$ cat src/rtl/buffer_access_arbiter.sv
// buffer_access_arbiter
//
// Round-robin owner selection for a shared single-port buffer. Each cycle one
// of MUX_NUM requestors may own the buffer address/data mux; the winner is
// registered into gnt/sel/sel_valid and drives the mux in the following cycle.
// Granted reads are tracked through an RD_LAT-deep pipeline so that the
// returning R_data can be tagged with its owner (rvalid/rsel).
//
// Ports:
//   clk       rising-edge clock
//   rst       synchronous active-high reset
//   req       per-requestor access request (level)
//   rd        per-requestor access type qualifying req: 1 = read, 0 = write
//   lock      per-requestor burst hold, effective while owner and req high
//   gnt       one-hot registered grant (zero when idle)
//   sel       binary index of the current owner, holds when idle
//   sel_valid gnt is non-zero, an access happens this cycle
//   rvalid    one-hot owner of buffer R_data this cycle
//   rsel      binary index of the rvalid owner
//
// Handshake: req[i] is a level request that must stay high (with rd[i] and the
// requestor's addr/data stable) until the requestor observes gnt[i]. Every
// cycle with gnt[i]=1 is exactly one buffer access; there is no backpressure
// on the read return path, so rvalid is a pure valid with no ready.

module buffer_access_arbiter #(
  parameter int MUX_NUM  = 64,
  parameter int SELECT_W = $clog2(MUX_NUM),
  parameter int RD_LAT   = 1
) (
  input  logic                clk,
  input  logic                rst,
  input  logic [MUX_NUM-1:0]  req,
  input  logic [MUX_NUM-1:0]  rd,
  input  logic [MUX_NUM-1:0]  lock,
  output logic [MUX_NUM-1:0]  gnt,
  output logic [SELECT_W-1:0] sel,
  output logic                sel_valid,
  output logic [MUX_NUM-1:0]  rvalid,
  output logic [SELECT_W-1:0] rsel
);

  localparam int unsigned MUX_U = MUX_NUM;
  localparam logic [MUX_NUM-1:0] ONE_HOT0 = MUX_NUM'(1);

  // (base + off) mod MUX_NUM, valid for off < MUX_NUM and any MUX_NUM,
  // not only powers of two.
  function automatic logic [SELECT_W-1:0] wrap_add(
    input logic [SELECT_W-1:0] base,
    input int unsigned         off
  );
    int unsigned s;
    s = {{(32-SELECT_W){1'b0}}, base} + off;
    if (s >= MUX_U) s = s - MUX_U;
    return s[SELECT_W-1:0];
  endfunction

  // Round-robin pointer: index with highest priority in the next search.
  logic [SELECT_W-1:0] ptr;

  logic                hold;
  logic                found;
  logic [SELECT_W-1:0] win;
  logic [SELECT_W-1:0] cand;
  logic [MUX_NUM-1:0]  nxt_gnt;
  logic [SELECT_W-1:0] nxt_sel;
  logic                nxt_valid;
  logic [SELECT_W-1:0] nxt_ptr;

  always_comb begin
    hold      = sel_valid && lock[sel] && req[sel];
    found     = 1'b0;
    win       = ptr;
    cand      = ptr;
    nxt_gnt   = '0;
    nxt_sel   = sel;
    nxt_valid = 1'b0;
    nxt_ptr   = ptr;

    // First requester at or after the pointer, wrapping around.
    for (int unsigned k = 0; k < MUX_U; k++) begin
      cand = wrap_add(ptr, k);
      if (!found && req[cand]) begin
        found = 1'b1;
        win   = cand;
      end
    end

    if (hold) begin
      // Locked burst: keep the owner, leave the pointer where it is.
      nxt_gnt   = gnt;
      nxt_valid = 1'b1;
    end else if (found) begin
      nxt_gnt   = ONE_HOT0 << win;
      nxt_sel   = win;
      nxt_valid = 1'b1;
      nxt_ptr   = wrap_add(win, 1);
    end
  end

  always_ff @(posedge clk) begin
    if (rst) begin
      gnt       <= '0;
      sel       <= '0;
      sel_valid <= 1'b0;
      ptr       <= '0;
    end else begin
      gnt       <= nxt_gnt;
      sel       <= nxt_sel;
      sel_valid <= nxt_valid;
      ptr       <= nxt_ptr;
    end
  end

  // Read tracking: a granted cycle that is a read enters the pipeline at the
  // end of that cycle; the tail of the pipeline is the owner of R_data.
  logic                rd_push;
  logic                rd_v   [RD_LAT];
  logic [SELECT_W-1:0] rd_idx [RD_LAT];

  assign rd_push = sel_valid && req[sel] && rd[sel];

  always_ff @(posedge clk) begin
    if (rst) begin
      for (int k = 0; k < RD_LAT; k++) begin
        rd_v[k]   <= 1'b0;
        rd_idx[k] <= '0;
      end
    end else begin
      rd_v[0]   <= rd_push;
      rd_idx[0] <= rd_push ? sel : '0;
      for (int k = 1; k < RD_LAT; k++) begin
        rd_v[k]   <= rd_v[k-1];
        rd_idx[k] <= rd_idx[k-1];
      end
    end
  end

  assign rvalid = rd_v[RD_LAT-1] ? (ONE_HOT0 << rd_idx[RD_LAT-1]) : '0;
  assign rsel   = rd_idx[RD_LAT-1];

endmodule

$ cat config.mk
export PLATFORM = sky130hd
export DESIGN_NAME = buffer_access_arbiter
export DESIGN_NICKNAME = d
export VERILOG_FILES = /design/src/rtl/buffer_access_arbiter.sv
export SDC_FILE = /design/constraint.sdc
export NUM_CORES = 1
export LEC_CHECK = 0
export CORE_MARGIN = 5
export CORE_UTILIZATION = 45
export CTS_BUF_LIST = sky130_fd_sc_hd__clkbuf_8
export CTS_CLUSTER_SIZE = 20
export DETAILED_ROUTE_END_ITERATION = 10
export PLACE_DENSITY = 0.7
export RECOVER_POWER = 50
export SLEW_MARGIN = 20
export SYNTH_ARGS = -nofsm -noshare
export SYNTH_HDL_FRONTEND = slang
export SYNTH_SLANG_ARGS = --single-unit
$ cat constraint.sdc
create_clock -name clk -period 8.9 [get_ports clk]
set_input_delay 0.89 -clock clk [delete_from_list [all_inputs] [get_ports clk]]
set_output_delay 0.89 -clock clk [all_outputs]
set_load 0.1 [all_outputs]
==> key figures, run 1 <==
Setup path
  • Critical path origin: ptr[1]
  • Required @ worst endpoint: around 9.2 ns
  • R2r startpoint: ptr[1]
  • Critical Path End Type: flop
  • Worst R2R End: gnt[39]
  • Arrival time at the worst endpoint: approximately 9.0 ns
  • CP max stage delay: between 0.8 and 0.9 ns
  • Peak fanout along the critical path: 12
  • Worst setup SP type: flop
  • Slowest CP cell: xor2_1
  • R2r setup slk: 0.23 ns
  • Worst R2R Path Depth: 21
  • CP Capture Point: gnt[39]
  • Critical-path cell list: inv_1, ha_1, xor2_1, mux4_2, mux2i_1, o21a_1, o2111ai_1, or4_1, or4_1, buf_4, nor4_4, a221oi_1, o2111ai_1, a21oi_1, o21ai_1, a21oi_1, a2111oi_4, buf_4, nor4b_4, a22oi_1, nor2_1
  • Critical path class: reg2reg

Floorplanning
  • Die X: 214.6 µm
  • Die area: between 40,000 and 50,000 µm²
  • Starting Density: 0.4521
  • Core box area: 41,670 µm²
  • I/O pin total: about 340
  • Die Ht: around 210 µm
  • Row Count: 75

Outcome
  • Failing checks: max-capacitance violations, max-slew violations
  • Run status: finished, violations left

Place
  • RePlAce Congestion: 1.130
  • Cells after DPL: ~3,200
  • Post-detail-place hpwl: 88,910 µm
  • I/O Buffers: 334

Job
  • Max cap viols: 1

Layout
  • Area grow syn2layout: 25.00%
  • Layout cells sized above 1: 0.1866
  • Core Util, Final: 0.5651
  • Final std cells w/o fill: 3,190
  • Final nets: approximately 2,900

STA
  • # setup viols final: 0
  • RSZ-0062 raised after global routing: false
  • Slew @ Worst Pin: between 2 and 3 ns
  • Final critical-path required period: roughly 8.7 ns
  • Share of the cycle needed by the critical path after routing: 0.9741
  • Slew Limit Fails: 37
  • Worst clock skew: 0.007936 ns
  • F_max: about 0.12 GHz
  • Setup TNS: 0 ns
  • Final Hold Fails: 0
  • Max_slew headroom: -0.9153

CTS
  • CTS tree: done
  • Clk_lat worst skew: around 0.37 ns
  • CTS sink count: 84
  • CTS Buf Count: 9
  • Worst-case clock buffer depth: 2
  • Clock slew seen by the registers of the worst setup and hold paths: roughly 0.08 ns
  • H-tree depth: 3
  • Root buffer cell: clkbuf_8

Synth
  • Net Count, Synth: about 2,500
  • Unique masters post-synth: between 100 and 150
  • Post-synth top area share: 0.2236
  • Fraction of registers with async set/reset: 0
  • Post-synth EDFFs: 0
  • Synthesized cell area: 18,840 µm²
  • Top-count cell post-synth: nor2_1
  • Synth Instances: approximately 2,300
  • Mapped Avg Cell Area: between 8 and 9 µm²
  • Post-synthesis sequential area ratio: 0.08927
  • Largest area contributor in the netlist: mux4_2
  • Syn. warnings: 0
  • #FFs+latches synth: 84
  • Synth cell count leaders: nor2_1, nand2_1, mux4_2, mux2i_1, a21oi_1
  • Main area contributors after synthesis: mux4_2, dfxtp_1, mux2i_1
  • Main flop type after synthesis: dfxtp_1

Min path
  • Worst hold path type: reg2reg
  • Hold Crit Depth: 2

Global routing
  • Pin count of the biggest net entering global routing: 92
  • Grt ovf: 0
  • Vias in the first global route: 22,434
  • First-pass GRT wire length: approximately 160,000 µm
  • Initial antenna violation count: 3
  • Total Routing Usage GR: 0.4561

Routing
  • Iter 0 DRT Violations: approximately 4,200
  • Routed WL: around 110,000 µm
  • DRC: 0
  • Via Count: between 20,000 and 25,000
  • Antenna Violating Nets Remaining: 0
  • First-pass detailed-route iteration total: 6
  • DR WL/cell: 34.85 µm
  • Detailed-route vias per instance: between 7 and 8
[cells by family after synthesis]
group,synth area share
compound gates,0.2382
xor+xnor,0.03766
fa+ha+maj,0.01528
buf+inv,0.04563
flops,0.08927
mux,0.3367
simple gates,0.2373
[routing by layer]
metal	routed length (µm)	GRT usage	vias to the layer above
met5	0	0	-
met4	8779	0.2512	0
met3	16760	0.1577	534
met2	45070	0.6579	2214
met1	40570	0.5983	11368
li1	-	-	9766
[per-stage QoR]
step                      instance area (µm²)  worst slack (ns)  hold WS (ns)
final                                   23550            0.2303        0.4494
after CTS                               23510            0.5912        0.4541
after detailed placement                23350            0.6209        0.4427
after floorplan                         18840             1.021        0.8737
after global routing                    23540           0.07748        0.4688
after global placement                  23350            0.6623        0.4366
[worst min path at each step]
stage / startpoint / end / slack (ns)
global placement: gnt[11] / gnt[11] / 0.44
CTS: gnt[0] / gnt[0] / 0.45
floorplan: gnt[1] / gnt[1] / 0.87
finish: gnt[11] / gnt[11] / 0.45
detailed placement: gnt[0] / gnt[0] / 0.44
global route: gnt[12] / gnt[12] / 0.47
[cell usage in the layout (no fill, tap or decap), drive strengths merged, types with 73 or more instances in the layout]
cell type | Yosys | final
a21oi | 126 | 126
buf | 55 | 140
clkdlybuf4s50 | 0 | 229
dfxtp | 84 | 84
dlygate4sd3 | 0 | 105
mux2i | 142 | 142
mux4 | 187 | 187
nand2 | 251 | 251
nand3 | 85 | 85
nor2 | 275 | 275
o21ai | 137 | 137
xnor2 | 73 | 73
[sequential cells by signal, summed over array words and instances, names as in the netlist]
name	count
rd_v	1
gnt	64
sel_valid	1
sel	6
ptr	6
rd_idx	6
[worst max-delay path, delay by kind of cell, from the launching register on]
kind	cells	cell delay (ns)
fa+ha+maj	1	0.51
xor+xnor	1	0.89
mux	2	1.27
compound gates	9	2.05
buf+inv	3	1.04
simple gates	5	2.46
flops	1	0.35
[repair_timing]
action	in CTS	in global routing
hold buffers	0	0
setup endpoints to repair	0	5
setup buffers	0	0
hold endpoints to repair	0	0
resized for setup	0	1
[area by class of cell]
| class | count | area [µm²] |
|---|---|---|
| clock buffers | 9 | 123.9 |
| diodes | 3 | 7.507 |
| multi-input cells | 2036 | 16440 |
| inverters | 37 | 143.9 |
| flip-flops and latches | 84 | 1695 |
| well taps | 539 | 674.4 |
| fillers | 3805 | 18120 |
| clock inverters | 7 | 37.54 |
| repair buffers | 475 | 4427 |
Power of run 1 is left out: the tool's default activity adds up to more than one toggle a clock period on the data nets, which glitch-free logic cannot reach.
==> run 2: changes to the inputs <==
--- a/config.mk
+++ b/config.mk
@@ -5,6 +5,7 @@
 export SDC_FILE = /design/constraint.sdc
 export NUM_CORES = 1
 export LEC_CHECK = 0
+export ABC_CLOCK_PERIOD_IN_PS = 8900
 export CORE_MARGIN = 5
 export CORE_UTILIZATION = 45
 export CTS_BUF_LIST = sky130_fd_sc_hd__clkbuf_8
==> results of run 2 <==
Same layout as run 1: the final DEF is identical, and so are final timing and power.
Power of run 2 is left out for the same reason.
